`src/rtl/postfix_stack_evaluator.sv`:
```
// rtl/postfix_stack_evaluator.sv - Sequential RPN evaluator with operand stack and iterative divider
// Tokens are consumed one per handshake; a divide stalls the token stream for WIDTH cycles.
module postfix_stack_evaluator #(
  parameter int WIDTH = 32,
  parameter int DEPTH = 16
) (
  input  logic             clk,
  input  logic             rst,
  input  logic             i_tok_valid,
  output logic             o_tok_ready,
  input  logic [1:0]       i_tok_type,
  input  logic [WIDTH-1:0] i_tok_data,
  output logic             o_res_valid,
  input  logic             i_res_ready,
  output logic [WIDTH-1:0] o_res_data,
  output logic             o_overflow,
  output logic [3:0]       o_err
);
  localparam int DW = $clog2(DEPTH + 1);
  localparam int IW = $clog2(DEPTH);
  localparam int CW = $clog2(WIDTH);

  typedef enum logic [1:0] {ST_ACCEPT, ST_DIV, ST_DONE} state_t;
  state_t r_state, w_state_next;

  logic [WIDTH-1:0] r_stack [DEPTH];
  logic [DW-1:0]    r_depth;
  logic             r_overflow;
  logic [3:0]       r_err;
  logic [WIDTH-1:0] r_res_data;
  logic [WIDTH-1:0] r_rem, r_quo, r_dvs;
  logic             r_neg, r_min_neg1;
  logic [CW-1:0]    r_cnt;

  logic                      w_tok_hs, w_res_hs, w_skip, w_lt2, w_full;
  logic                      w_div_start, w_div_last, w_alu_ovf, w_fits;
  logic [IW-1:0]             w_ip, w_ia, w_ib;
  logic signed [WIDTH-1:0]   w_a, w_b, w_alu;
  logic signed [2*WIDTH-1:0] w_prod;
  logic [WIDTH-1:0]          w_a_mag, w_b_mag, w_quo_nx, w_quo_fix;
  logic [WIDTH:0]            w_rem_sh, w_rem_sub;

  assign o_tok_ready = (r_state == ST_ACCEPT) && !rst;
  assign o_res_valid = (r_state == ST_DONE);
  assign o_res_data  = r_res_data;
  assign o_overflow  = r_overflow;
  assign o_err       = r_err;

  assign w_tok_hs = i_tok_valid && o_tok_ready;
  assign w_res_hs = o_res_valid && i_res_ready;
  assign w_skip   = |r_err;
  assign w_lt2    = r_depth < DW'(2);
  assign w_full   = r_depth == DW'(DEPTH);
  assign w_ip     = r_depth[IW-1:0];
  assign w_ib     = w_ip - IW'(1);
  assign w_ia     = w_ip - IW'(2);
  assign w_a      = $signed(r_stack[w_ia]);
  assign w_b      = $signed(r_stack[w_ib]);
  assign w_prod   = (2*WIDTH)'(w_a) * (2*WIDTH)'(w_b);

  always_comb begin
    w_alu     = w_a + w_b;
    w_alu_ovf = 1'b0;
    case (i_tok_data[1:0])
      2'b00: w_alu_ovf = (w_a[WIDTH-1] == w_b[WIDTH-1]) && (w_alu[WIDTH-1] != w_a[WIDTH-1]);
      2'b01: begin
        w_alu     = w_a - w_b;
        w_alu_ovf = (w_a[WIDTH-1] != w_b[WIDTH-1]) && (w_alu[WIDTH-1] != w_a[WIDTH-1]);
      end
      2'b10: begin
        w_alu     = w_prod[WIDTH-1:0];
        w_alu_ovf = w_prod[2*WIDTH-1:WIDTH] != {WIDTH{w_prod[WIDTH-1]}};
      end
      default: ;
    endcase
  end

  // Restoring division on magnitudes; the dividend shifts out of r_quo as quotient bits shift in.
  assign w_a_mag     = w_a[WIDTH-1] ? -w_a : w_a;
  assign w_b_mag     = w_b[WIDTH-1] ? -w_b : w_b;
  assign w_rem_sh    = {r_rem, r_quo[WIDTH-1]};
  assign w_rem_sub   = w_rem_sh - {1'b0, r_dvs};
  assign w_fits      = !w_rem_sub[WIDTH];
  assign w_quo_nx    = {r_quo[WIDTH-2:0], w_fits};
  assign w_quo_fix   = r_neg ? -w_quo_nx : w_quo_nx;
  assign w_div_last  = r_cnt == CW'(WIDTH - 1);
  assign w_div_start = w_tok_hs && (i_tok_type == 2'b01) && !w_skip && !w_lt2
                       && (i_tok_data[1:0] == 2'b11) && (w_b != '0);

  always_ff @(posedge clk) begin
    if (rst) r_state <= ST_ACCEPT;
    else     r_state <= w_state_next;
  end

  always_comb begin
    w_state_next = r_state;
    case (r_state)
      ST_ACCEPT: begin
        if (w_tok_hs && i_tok_type == 2'b10) w_state_next = ST_DONE;
        else if (w_div_start)                w_state_next = ST_DIV;
      end
      ST_DIV:  if (w_div_last) w_state_next = ST_ACCEPT;
      ST_DONE: if (w_res_hs)   w_state_next = ST_ACCEPT;
      default: w_state_next = ST_ACCEPT;
    endcase
  end

  always_ff @(posedge clk) begin
    if (rst) begin
      r_depth    <= '0;
      r_overflow <= 1'b0;
      r_err      <= '0;
      r_res_data <= '0;
      r_cnt      <= '0;
    end else begin
      case (r_state)
        ST_ACCEPT: if (w_tok_hs && !(w_skip && i_tok_type != 2'b10)) begin
          case (i_tok_type)
            2'b00: begin
              if (w_full) r_err[1] <= 1'b1;
              else begin
                r_stack[w_ip] <= i_tok_data;
                r_depth       <= r_depth + DW'(1);
              end
            end
            2'b01: begin
              if (w_lt2) r_err[0] <= 1'b1;
              else if (i_tok_data[1:0] == 2'b11) begin
                if (w_b == '0) begin
                  r_err[2]      <= 1'b1;
                  r_stack[w_ia] <= '0;
                  r_depth       <= r_depth - DW'(1);
                end else begin
                  r_rem      <= '0;
                  r_quo      <= w_a_mag;
                  r_dvs      <= w_b_mag;
                  r_neg      <= w_a[WIDTH-1] ^ w_b[WIDTH-1];
                  r_min_neg1 <= (w_a == {1'b1, {(WIDTH-1){1'b0}}}) && (w_b == '1);
                  r_cnt      <= '0;
                end
              end else begin
                r_stack[w_ia] <= w_alu;
                r_depth       <= r_depth - DW'(1);
                r_overflow    <= r_overflow | w_alu_ovf;
              end
            end
            2'b10: begin
              if (!w_skip && r_depth == '0)     r_err[0] <= 1'b1;
              if (!w_skip && r_depth > DW'(1))  r_err[3] <= 1'b1;
              r_res_data <= (!w_skip && r_depth == DW'(1)) ? w_b : '0;
            end
            default: ;
          endcase
        end
        ST_DIV: begin
          r_rem <= w_fits ? w_rem_sub[WIDTH-1:0] : w_rem_sh[WIDTH-1:0];
          r_quo <= w_quo_nx;
          r_cnt <= r_cnt + CW'(1);
          if (w_div_last) begin
            r_stack[w_ia] <= w_quo_fix;
            r_depth       <= r_depth - DW'(1);
            r_overflow    <= r_overflow | r_min_neg1;
          end
        end
        ST_DONE: if (w_res_hs) begin
          r_depth    <= '0;
          r_overflow <= 1'b0;
          r_err      <= '0;
        end
        default: ;
      endcase
    end
  end
endmodule

```
`config.mk`:
```
export PLATFORM = sky130hd
export DESIGN_NAME = postfix_stack_evaluator
export DESIGN_NICKNAME = d
export VERILOG_FILES = /design/src/rtl/postfix_stack_evaluator.sv
export SDC_FILE = /design/constraint.sdc
export NUM_CORES = 2
export LEC_CHECK = 0
export ABC_AREA = 1
export CAP_MARGIN = 15
export CORE_MARGIN = 2
export CORE_UTILIZATION = 50
export DETAILED_ROUTE_END_ITERATION = 8
export GPL_TIMING_DRIVEN = 0
export PLACE_DENSITY = 0.66
export SLEW_MARGIN = 20
export SYNTH_ARGS = -nofsm -noshare
export SYNTH_HDL_FRONTEND = slang
export SYNTH_SLANG_ARGS = --single-unit
```
`constraint.sdc`:
```
create_clock -name clk -period 15.5 [get_ports clk]
set_input_delay 4.65 -clock clk [delete_from_list [all_inputs] [get_ports clk]]
set_output_delay 4.65 -clock clk [all_outputs]
set_load 0.02 [all_outputs]
```
Word-level counts from Yosys, hierarchy flattened
Memories as Yosys holds them, arrays and structs flattened. Cells that the tools add are included. W data, S select, Z words.

Flip-flop bits (word level): 147. Bits in writable memories: 512. Input bits: 38. Logic and storage cells: 211. Memories kept: 1.

Memories: r_stack (depth 16, bits a word 32, rd ports 2, clocked after Yosys merged registers in 0, write ports 1, line 26) `logic [WIDTH-1:0] r_stack [DEPTH];`.

$add $sub $neg: 11. Multiply operators: 1. Order comparisons: 2. Equality and inequality tests: 39. Mux-type cells: 90. Bitwise gates (word level): 8. Reductions and logical operators: 44.

Operator list (count): $mux W32 (17); $pmux W32 S2 (3); $neg A32 Y32 (3); $eq A32 B32 Y1 const B (2); $mul A32 B32 Y64 (1); $mux W5 (12); $mux W1 (42); $sub A33 B32 Y33 (1); $add A32 B32 Y32 (1); $logic_not A32 Y1 (1); $ne A32 B32 Y1 (1); $reduce_bool A32 Y1 (1); $reduce_or A32 Y1 (1); $sub A32 B32 Y32 (1); $mux W31 (1); $reduce_and A7 Y1 (4); $pmux W5 S2 (2); $logic_and A1 B1 Y1 (17); $ne A2 B1 Y1 const B (8); $pmux W5 S3 (1); $mux W4 (3); $ne A2 B2 Y1 const B (6); $reduce_and A6 Y1 (2); $add A5 B1 Y5 const B (2); 32 further kinds (62).

Logic depth before layout (Yosys ltp)
An unclocked memory read counts as a cell.

Depth in word-level cells: 15. Mapped depth: 61. Gate-level depth less buffers: 51.

Worst setup path before layout
No wires, ideal clock.

Path kind: register -> register. From: register r_depth[1]. To: register r_overflow, in the netlist o_overflow. Library setup time: 0.119 ns. Arrival: 10.374 ns. Data required time: 15.381 ns. Slack: 5.007 ns. Stages on the path, launching flop included: 54. Buffers on the path: 9. Period minus slack after synthesis: 10.493 ns. Cell sequence: dfxtp_1 -> inv_2 -> buf_2 -> buf_2 -> buf_2 -> buf_2 -> buf_2 -> ha_1 -> inv_1 -> buf_2 -> buf_1 -> nand3_1 -> nand3_1 -> nand2_1 -> inv_1 -> clkbuf_1 -> buf_1 -> nor2_1 -> [18 not listed] -> nor2_1 -> inv_1 -> nor3_1 -> nand2_1 -> nand3b_1 -> nand2_1 -> nand2_1 -> nand2_1 -> nor2_1 -> nand2_1 -> nor2_1 -> nand3_1 -> nand2_1 -> nand2_1 -> nand2_1 -> nand2_1 -> nand2_1 -> a21oi_1.

Word-level cells in the longest chain between the ends: 12.

RTL lines: from (decl) (line 27) `logic [DW-1:0] r_depth;`; from (signal assigned) (line 123) `r_depth <= r_depth + DW'(1);`; from (signal assigned) (line 132) `r_depth <= r_depth - DW'(1);`; from (signal assigned) (line 143) `r_depth <= r_depth - DW'(1);`; branches (longest 12 deep; another with $mul A32 B32 Y64); to (signal assigned) (line 144) `r_overflow <= r_overflow | w_alu_ovf;`; to (signal assigned) (line 162) `r_overflow <= r_overflow | r_min_neg1;`; to (decl) (line 28) `logic r_overflow;`.

Parallel ways; which one is timed is not known. The select of a mux whose other input is x is not followed. A chain may end at the register's enable or synchronous reset.

Final worst setup path
From: register r_depth[0]. To: register r_overflow, in the netlist o_overflow.

Word-level cells in the longest chain between the ends: 12.

RTL lines: $sub A4 B1 Y4 * (line 55) `assign w_ib = w_ip - IW'(1);`; $mem_v2 Z16 W32 *; via w_b[31] (line 38) `logic signed [WIDTH-1:0] w_a, w_b, w_alu;`; branches (longest 3 deep; another with $mul A32 B32 Y64); $pmux W1 S3 * (line 64) `case (i_tok_data[1:0])`; $or A1 B1 Y1 * (line 144); $mux W1 * (line 128) `else if (i_tok_data[1:0] == 2'b11) begin`; $mux W1 * (line 127) `if (w_lt2) r_err[0] <= 1'b1;`; $mux W1 * (line 118) `case (i_tok_type)`; $mux W1 * (line 117) `ST_ACCEPT: if (w_tok_hs && !(w_skip && i_tok_type != 2'b10)) begin`; $pmux W1 S3 * (line 116) `case (r_state)`.

Mark *: on every way through the listed nets, which the timed path passes. The select of a mux whose other input is x is not followed.

==> metrics.txt <==
Worst-path clk slew=~0.060 ns; global-route wire length before repair=between 500000 and 600000 um; area share of fa/ha/maj cells after synthesis=0.334; Worst Setup Start Kind=flip-flop; final setup fails=121; sequential share of the synthesized area=0.253; Tightest Pin Transition=roughly 1.4 ns; DP Wirelength=314000 um; gr usage total=0.506; share of layout cells above drive strength 1=0.0547; max layer used=met5; post-place setup slack=-2.08 ns; Min Hold Slack=around 0.47 ns; worst r2r dst=o_overflow; EDFF count, synth=610; met2 routed WL=147000 um; Max-slew headroom=0.0589; Post-route DRC=21; Metal-1 WL=147000 um; Max Clock Freq=~62 MHz; Mean Syn Cell Area=8.35 um2; Setup CP Type=reg -> reg; Initial DRC Count=between 10000 and 15000; Skew-Pair Late Insertion Delay=0.71 ns; Synth Area in Compound Gates=0.120; Yosys cell types=67; Post-CTS Hold Fix Bufs=0; mux cell area share after synthesis=0; critical-path maximum fanout=11; Tightest Hold Check Type=reg -> reg; status=finished, violations left; Slowest-stage cell, CP=clkbuf_1; most frequent cells in the layout=nand2_1, inv_1, fa_1, nor2_1, a21oi_1; crit path capture type=flip-flop; global route total overflow=0; commonest non-fill, non-tap cell in the layout=nand2_1; PnR worst setup slack=-0.507 ns; max incr delay on CP=about 0.80 ns; starting density of the core=0.502; CTS root buffer=clkbuf_16; Final Critical Period=16.01 ns; Cell Count Post-Placement=about 11000; # IOs=between 70 and 80; crit path launch=r_depth[0]; Critical Path RT=between 15 and 20 ns; reg2reg path depth=between 40 and 50; core area=approximately 150000 um2; largest family of logic cells by synthesized area=adder cells; via count=between 70000 and 80000; cell count after synthesis=approximately 9100; Die W=between 300 and 400 um; Mapped Area=between 70000 and 80000 um2; Pins Over Slew Limit=0; Max Buffers Root-to-Sink=3; synth warn=0; critical path's most frequent cell=nand2_1; Layout area overhead=9.59%; Setup crit end=o_overflow; Die H=slightly below 400 um; H-tree depth=3; Async SR Flop Fraction=0; GPL Wtd Cong=1.09; failing checks=DRC, setup timing; final std cells w/o fill=11400; reg2reg start=r_depth[0]; clock skew=between 0.06 and 0.07 ns; router iterations before antenna repair=9; I/O Buffers=76; # rows=about 140; Synth Area in XOR/XNOR=0.0117; r2r setup slk=-0.51 ns; drt total wl=398000 um; Vias/cell=6.58; max-cap check violation count=0; Simple-Gate Fraction of Synth Area=0.180; NumNets Final=10800; CTS sink count=roughly 660; Final Hold Viols=0; met3 wire len=73800 um; Synth Flop Type=edfxtp_1; Synth Net Count=around 11000; vias in the first global route=between 70000 and 80000; initial antenna violation count=37; ANT nets after route=0; share of the clock period used by the worst path=1.03; DR WL/cell=approximately 35 um; largest net degree at the start of global routing=35; CTS Buf Count=72; CP arrival=16.58 ns; number of synthesized register bits=approximately 660; Die Footprint=156000 um2; CTS tree=built
==> final cells by class <==
class,instances,area (um2)
Sequential cell,659,19300
Inverter,1492,5640
Antenna cell,19,47.5
Clock inverter,38,522
Fill cell,14400,68200
Tap cell,2030,2540
Clock buffer,92,1890
Buffer,476,2240
Multi-Input combinational cell,6501,49500
Timing Repair Buffer,141,1850
==> stage by stage <==
stage,utilization,cell area [um2],setup TNS [ns]
final,0.551,83500,-15.66
after global routing,0.550,83500,-0.0307
after CTS,0.549,83300,0
after detailed placement,0.533,80800,-63.79
after global placement,0.524,79500,-128.77
after floorplan,-,76200,0
==> worst min path at each step <==
stage / start / slack [ns] / end / depth (start not counted)
floorplan: r_cnt[4] / 0.45 / r_cnt[4] / 2
global placement: o_res_data[6] / 0.45 / o_res_data[6] / 2
detailed placement: o_res_data[7] / 0.46 / o_res_data[7] / 2
CTS: o_res_data[7] / 0.47 / o_res_data[7] / 2
global route: o_res_data[21] / 0.49 / o_res_data[21] / 2
finish: o_res_data[7] / 0.47 / o_res_data[7] / 2
==> critical path, delay by kind of cell (launching register included) <==
kind                     cells  cell delay, ns
buffers and inverters       14            5.38
adder cells (fa/ha/maj)     10            4.81
AND/OR/NAND/NOR             21            4.72
AO/OA/AOI/OAI                3            0.49
flip-flops                   1            0.35
==> routing by layer <==
layer,track usage,vias to the layer above
li1,-,29700
met1,0.673,37000
met2,0.648,6979
met3,0.269,1631
met4,0.285,36
met5,0.0240,-
==> flip-flops by register name, indices dropped and copies added, names as in the netlist, 2 cells and up <==
signal	flops
o_err	4
r_quo	32
r_stack	512
r_rem	32
r_state	2
r_depth	5
r_dvs	32
o_res_data	32
r_cnt	5
==> what timing repair did <==
| item | 4_1_cts | 5_1_grt |
|---|---|---|
| gates resized for setup | 40 | 73 |
| buffers inserted | 1 | 0 |
| gates cloned | 0 | 0 |
| pin swaps | 0 | 0 |
| setup endpoints to repair | 174 | 158 |
==> cells in the mapped netlist, types with 136 or more instances <==
cell	instances	area, um2
a21oi_1	672	3360
fa_1	1085	21700
buf_2	136	681
nand3_1	458	2290
inv_1	1450	5440
edfxtp_1	610	18300
o21ai_0	640	3200
clkbuf_1	257	965
nor2_1	882	3310
ha_1	300	3750
o211ai_1	148	1110
nand2_1	1829	6870
==> cell families after synthesis <==
kind of cell               Yosys count
and+or+nand+nor                   3371
buffers and inverters             1971
AOI/OAI and AO/OA                 1646
adders and majority gates         1385
DFF                                659
xor gates and xnor gates            99
Power is not shown: default switching activity piles up to over one toggle a cycle in this logic, so the estimate is an artifact.
